### config.mk
export PLATFORM = sky130hd
export DESIGN_NAME = wb_writeback
export DESIGN_NICKNAME = d
export VERILOG_FILES = /design/src/rtl/wb_writeback.sv
export SDC_FILE = /design/constraint.sdc
export NUM_CORES = 1
export LEC_CHECK = 0
export CORE_MARGIN = 3
export CORE_UTILIZATION = 34
export DETAILED_ROUTE_END_ITERATION = 10
export HOLD_SLACK_MARGIN = 0.15
export PLACE_DENSITY = 0.8
export SYNTH_ARGS = -nofsm -noshare
export SYNTH_HDL_FRONTEND = slang
export SYNTH_SLANG_ARGS = --single-unit
### constraint.sdc
create_clock -name i_clk -period 1.76 [get_ports i_clk]
set_clock_uncertainty 0.15 [all_clocks]
set_input_delay 0.176 -clock i_clk [delete_from_list [all_inputs] [get_ports i_clk]]
set_output_delay 0.176 -clock i_clk [all_outputs]
set_load 0.02 [all_outputs]
### src/rtl/wb_writeback.sv
// wb_writeback: write-back stage of the 5-stage MIPS pipeline.
//
// Purpose:
//   Filters and extends the raw data-memory word (byte / halfword / word,
//   signed or unsigned). Picks the register-file write value by a fixed
//   priority: JAL link address, then LUI immediate, then load data, then
//   ALU result. Registers the write value, the filtered load value and the
//   destination index. There is one cycle of latency and no stall input.
//
// Ports:
//   i_clk                  clock; all state updates on the rising edge
//   i_reset                synchronous reset, active low; clears all outputs
//   MEM_WB_LUI             instruction is LUI
//   MEM_WB_Extension       sign-extended immediate; LUI uses bits [15:0]
//   MEM_WB_DatoMemoria     raw word read from data memory
//   MEM_WB_TamanoFiltroL   load size: 00 byte, 01 halfword, 1x word
//   MEM_WB_ZeroExtend      1 = zero-extend a narrow load, 0 = sign-extend
//   MEM_WB_MemToReg        1 = write load data, 0 = write ALU result
//   MEM_WB_ALU             ALU result
//   MEM_WB_JAL             instruction is JAL/JALR; write the link address
//   MEM_WB_PC8             link address (PC+8)
//   MEM_WB_RegistroDestino destination register index
//   MEM_WB_Offset          (WB_LOAD_OFFSET_EN only) byte offset of the load
//   WB_DatoEscritura_o     final register-file write data
//   WB_EscribirDato_o      filtered/extended load data, always the load path
//   WB_RegistroDestino_o   registered destination register index
//
// Optional feature macro: WB_LOAD_OFFSET_EN
//   When defined, narrow loads pick their lane from MEM_WB_Offset.
//   When undefined, the port is absent and narrow loads use lane 0.
module wb_writeback #(
  parameter int NBITS     = 32,
  parameter int HWORDBITS = 16,
  parameter int BYTENBITS = 8,
  parameter int REGS      = 5,
  parameter int TNBITS    = 2
) (
  input  logic              i_clk,
  input  logic              i_reset,
  input  logic              MEM_WB_LUI,
  input  logic [NBITS-1:0]  MEM_WB_Extension,
  input  logic [NBITS-1:0]  MEM_WB_DatoMemoria,
  input  logic [TNBITS-1:0] MEM_WB_TamanoFiltroL,
  input  logic              MEM_WB_ZeroExtend,
  input  logic              MEM_WB_MemToReg,
  input  logic [NBITS-1:0]  MEM_WB_ALU,
  input  logic              MEM_WB_JAL,
  input  logic [NBITS-1:0]  MEM_WB_PC8,
  input  logic [REGS-1:0]   MEM_WB_RegistroDestino,
`ifdef WB_LOAD_OFFSET_EN
  input  logic [1:0]        MEM_WB_Offset,
`endif
  output logic [NBITS-1:0]  WB_DatoEscritura_o,
  output logic [NBITS-1:0]  WB_EscribirDato_o,
  output logic [REGS-1:0]   WB_RegistroDestino_o
);

  localparam int NLANES = NBITS / BYTENBITS;

  logic [BYTENBITS-1:0] selByte;
  logic [HWORDBITS-1:0] selHalf;
  logic [NBITS-1:0]     loadData_next;
  logic [NBITS-1:0]     writeData_next;
  logic [NBITS-1:0]     writeData_reg;
  logic [NBITS-1:0]     loadData_reg;
  logic [REGS-1:0]      destReg_reg;
  logic                 fillBit;

  // Only the low half of the immediate matters for LUI.
  logic unusedExtensionBits;
  assign unusedExtensionBits = ^MEM_WB_Extension[NBITS-1:HWORDBITS];

`ifdef WB_LOAD_OFFSET_EN
  logic [BYTENBITS-1:0] byteLane [NLANES];

  genvar gi;
  generate
    for (gi = 0; gi < NLANES; gi++) begin : gByteLane
      assign byteLane[gi] = MEM_WB_DatoMemoria[gi*BYTENBITS +: BYTENBITS];
    end
  endgenerate

  // Halfword loads are aligned, so only Offset[1] picks the half.
  assign selByte = byteLane[MEM_WB_Offset];
  assign selHalf = MEM_WB_Offset[1] ? MEM_WB_DatoMemoria[NBITS-1 -: HWORDBITS]
                                    : MEM_WB_DatoMemoria[HWORDBITS-1:0];
`else
  assign selByte = MEM_WB_DatoMemoria[BYTENBITS-1:0];
  assign selHalf = MEM_WB_DatoMemoria[HWORDBITS-1:0];
`endif

  // Load filter. A narrow load fills its upper bits with 0 or with the MSB
  // of the selected field. A word load passes straight through.
  always_comb begin
    loadData_next = MEM_WB_DatoMemoria;
    fillBit       = 1'b0;
    case (MEM_WB_TamanoFiltroL)
      2'b00: begin
        fillBit       = ~MEM_WB_ZeroExtend & selByte[BYTENBITS-1];
        loadData_next = {{(NBITS-BYTENBITS){fillBit}}, selByte};
      end
      2'b01: begin
        fillBit       = ~MEM_WB_ZeroExtend & selHalf[HWORDBITS-1];
        loadData_next = {{(NBITS-HWORDBITS){fillBit}}, selHalf};
      end
      default: loadData_next = MEM_WB_DatoMemoria;
    endcase
  end

  // Write-data priority mux. If several selects are set, the first match wins.
  always_comb begin
    writeData_next = MEM_WB_ALU;
    if (MEM_WB_JAL)
      writeData_next = MEM_WB_PC8;
    else if (MEM_WB_LUI)
      writeData_next = {MEM_WB_Extension[HWORDBITS-1:0], {(NBITS-HWORDBITS){1'b0}}};
    else if (MEM_WB_MemToReg)
      writeData_next = loadData_next;
  end

  always_ff @(posedge i_clk) begin
    if (!i_reset) begin
      writeData_reg <= '0;
      loadData_reg  <= '0;
      destReg_reg   <= '0;
    end else begin
      writeData_reg <= writeData_next;
      loadData_reg  <= loadData_next;
      destReg_reg   <= MEM_WB_RegistroDestino;
    end
  end

  assign WB_DatoEscritura_o   = writeData_reg;
  assign WB_EscribirDato_o    = loadData_reg;
  assign WB_RegistroDestino_o = destReg_reg;

endmodule

* Yosys cells after proc, flatten, opt, wreduce, memory -nomap -nowiden
Index checks and enable logic that the tools add are counted.
** Cells by class
- Multiplexer cells :: 4
- Reduce and logical (&&, ||, !) cells :: 1
- Equal/unequal tests :: 1
- Bitwise logic cells :: 3
** Operators with widths (count)
- 32-bit 2-to-1 mux :: 3
- 32-bit one-hot mux with 2 select lines :: 1
- 1-bit AND :: 2
- 2-bit by 1-bit equality test with 1-bit output (second input constant) :: 1
- 2-bit zero test :: 1
- 1-bit NOT :: 1
** Word-level totals
- Output and inout bits :: 69
- Register bits after elaboration :: 69
- Word-level logic and storage cells :: 12

* Logic depth before layout (Yosys ltp)
- Depth in word-level cells :: 6
- Gate-level depth with buffers :: 6
- Gate-level depth less buffers :: 3

* Worst setup path before layout
Ideal clock, no wire load.
- Path type :: input to register
- From :: input MEM_WB_TamanoFiltroL[0]
- To :: register writeData_reg[14] (netlist: WB_DatoEscritura_o[14])
- Buffers on the path :: 3
- Path slack :: 0.207 ns
- Data required time :: 1.548 ns
- Arrival time :: 1.341 ns
- Library setup time :: 0.062 ns
- Cell stages on the path :: 6
- Cell sequence :: buf_6 > or4b_4 > buf_6 > buf_8 > a31oi_1 > a22o_1
** Between the ends
- Longest elaborated chain between the ends :: 5
- Elaborated cells on any way between the ends :: 6
- Those cells by class :: eq/ne: 1; mux: 4; reduce/logical: 1
** Ends and longest elaborated chain
- start, declared :: RTL line 43 : input logic [TNBITS-1:0] MEM_WB_TamanoFiltroL,
- 2-bit by 1-bit equality test with 1-bit output or 2-bit zero test (tied branches)
- 32-bit one-hot mux with 2 select lines * :: RTL line 97 : case (MEM_WB_TamanoFiltroL)
- 32-bit 2-to-1 mux * :: RTL line 117 : else if (MEM_WB_MemToReg)
- 32-bit 2-to-1 mux * :: RTL line 115 : else if (MEM_WB_LUI)
- 32-bit 2-to-1 mux * :: RTL line 113 : if (MEM_WB_JAL)
- end signal, assigned :: RTL line 127 : writeData_reg <= writeData_next;
- end, declared :: RTL line 64 : logic [NBITS-1:0] writeData_reg;
Every way passes the cells marked *; elsewhere a longest branch is shown, timed or not.
A chain may end at the register's enable or synchronous reset.

* Final worst setup path
- From :: input MEM_WB_JAL
- To :: register writeData_reg[31] (netlist: WB_DatoEscritura_o[31])
** Between the ends
- Longest elaborated chain between the ends :: 1
** Ends and longest elaborated chain
- start, declared :: RTL line 47 : input logic MEM_WB_JAL,
- 32-bit 2-to-1 mux :: RTL line 113
Every way passes these cells.

==> impl_metrics.csv <==
group,metric,value,unit
status,status,"completed",
sta,fmax,0.602,GHz
sta,hold_slack,0.224,ns
power_and_ir_drop,p_leak,1.97,nW
power_and_ir_drop,power_per_cell_area,782,nW/um^2
finish,finalNetCount,641,
synthesis,synth_fa_ha_area_frac,0,
clocking,cts_tree,"done",
sta,tightestPinTransition,0.514,ns
routing,vias,3146,
floorplanning,placeableCoreArea,7930,sq um
grt,grt_remaining_overflow,0,
synthesis,yosys.area_share.xor_xnor,0,
power_and_ir_drop,max-vdd-ir-drop,463,uV
hold_path,hp-class,"in2reg",
grt,grt_pass1_wl,17000,um
finish,area_growth,83.2,%
sta,tns,0,ns
floorplanning,io_pins,210,
routing,wl,10500,um
floorplanning,die_w,97.7,um
floorplanning,rows,32,
sta,rsz0062_at_grt,"false",
worst_setup_path,critPathCaptureType,"register",
synthesis,synth-compound-area-share,0.305,
synthesis,synth_top_family_by_area,"compound AO/OA/AOI/OAI gates",
clocking,clockBufferDepth,2,
finish,drive_above_1_share,0.107,
floorplanning,dieArea,9550,sq um
routing,wire_per_inst,17.4,um
synthesis,netlist_area,2860,sq um
worst_setup_path,worstPathArrival,1.71,ns
finish,final_cell_mix,"clkdlybuf4s50_1, dfxtp_1, nor2_1, a21oi_1",
place,place.gp.congestion,0.841,
worst_setup_path,path_class,"in2reg",
synthesis,synth_seq_cells,69,
finish,mostFrequentLayoutCell,"clkdlybuf4s50_1",
sta,min_period_over_period,0.943,
synthesis,syn_inst,300,
grt,grt_max_degree,35,
grt,grt_pass1_vias,3216,
synthesis,synthSimpleGateAreaFrac,0.123,
grt,antenna_found_initial,0,
sta,finalCriticalPeriod,1.66,ns
sta,timing.final.ws_setup,0.0995,ns
synthesis,syn_avg_cell_area,9.53,sq um
finish,final_util,0.661,
routing,first_pass_iters,4,
routing,ant_nets,0,
synthesis,ys_seq_area_frac,0.483,
finish,final_area,5240,sq um
place,hpwl,8030,um
synthesis,yosysWarnings,0,
synthesis,ys_types,26,
synthesis,syn_nets,441,
routing,via_per_inst,5.19,
flow_run,max_cap_viol_count,0,
clocking,numClockSinks,69,
worst_setup_path,cp-start-kind,"input port",
grt,grtUsageTotal,0.220,
clocking,clkTransAtPathRegs,0.07,ns
sta,slew_viol_final,0,
clocking,root_buffer,"clkbuf_8",
worst_setup_path,cp.required,1.81,ns
floorplanning,start_util,0.361,
routing,drt_iter0_markers,107,
routing,drc,0,
place,dpl_cell_area,5010,sq um
finish,n_antenna_cell,0,
synthesis,synthMuxAreaShare,0.0354,
worst_setup_path,path_max_fanout,28,
place,io_buffers,193,
sta,worst_slew_margin_rel,0.655,
sta,hold_viol,0,
clocking,cts_buffers,9,
sta,finalSetupViolCount,0,
place,pre_cts_ws,-0.181,ns
floorplanning,die_h,97.7,um
clocking,htree_levels,3,
-- path summary, 6_finish.rpt --
path	endpoint	depth (start not counted)	startpoint
worst max-delay path	WB_DatoEscritura_o[31]	6	MEM_WB_JAL
worst min-delay path	WB_DatoEscritura_o[21]	3	MEM_WB_MemToReg
-- power breakdown --
part | switching (W) | internal [W] | total, W
clock | 0.000565 | 0.000828 | 0.00139
sequential | 0.0000274 | 0.00166 | 0.00169
combinational | 0.000444 | 0.000573 | 0.00102
total | 0.00104 | 0.00306 | 0.00410
-- per-layer routing --
layer | part of all wire | GRT usage | vias up
met3 | 0.071 | 0.0459 | 15
met4 | 0.021 | 0.0895 | 0
met2 | 0.50 | 0.379 | 154
met1 | 0.41 | 0.267 | 1444
met5 | 0 | 0 | -
li1 | - | - | 1533
-- flip-flops by register name, indices dropped and copies added, names as in the netlist --
register	count
WB_DatoEscritura_o	32
WB_RegistroDestino_o	5
WB_EscribirDato_o	32
-- cells by family after synthesis --
logic type             after synthesis
AOI/OAI and AO/OA                  119
and+or+nand+nor                     70
DFF                                 69
buffers and inverters               33
muxes                                9
-- critical path: stages --
cell,delay (ns)
dlygate4sd3_1,0.54
buf_2,0.17
buf_4,0.23
a2111o_1,0.42
o2111ai_1,0.10
a31oi_1,0.06
-- cell usage after synthesis --
cell type / n / area [sq um]
nor3_1: 2 / 10.0
clkbuf_1: 25 / 93.8
a22oi_1: 23 / 173
o2111ai_1: 15 / 131
a31oi_1: 23 / 144
buf_8: 1 / 15.0
inv_1: 1 / 3.75
a2111o_1: 15 / 169
a22o_1: 8 / 70.1
nand2_1: 3 / 11.3
buf_2: 2 / 10.0
o31a_1: 1 / 8.76
a211oi_1: 1 / 7.51
nand2b_1: 16 / 100
dfxtp_1: 69 / 1380
mux2_2: 9 / 101
and2_1: 14 / 87.6
nor2_1: 33 / 124
clkinv_1: 1 / 3.75
buf_1: 1 / 3.75
a311oi_1: 1 / 8.76
a21oi_1: 24 / 120
or4b_4: 1 / 13.8
nor2b_1: 1 / 6.26
buf_6: 2 / 22.5
o21ai_0: 8 / 40.0
-- layout make-up --
cell class              count  area, sq um
fillers                   636         2690
repair buffers            220         2180
flip-flops and latches     69         1380
multi-input cells         198         1330
clock buffers              11          141
well taps                 102          128
clock inverters             4         72.6
inverters                   2         7.51
-- metrics by stage --
step           std cells  power (W)
4_1_cts              606    0.00414
6_report             606    0.00410
5_1_grt              606    0.00428
3_3_place_gp         590    0.00272
3_5_place_dp         590    0.00274
2_1_floorplan        300    0.00213
-- what timing repair did --
| action | CTS | global route |
|---|---|---|
| gates resized for setup | 0 | 2 |
| setup buffers | 0 | 0 |
| endpoints found under the setup margin | 0 | 16 |
| hold endpoints to repair | 1 | 0 |
| hold buffers | 1 | 0 |
No activity file was read; power rests on OpenSTA's default activity.
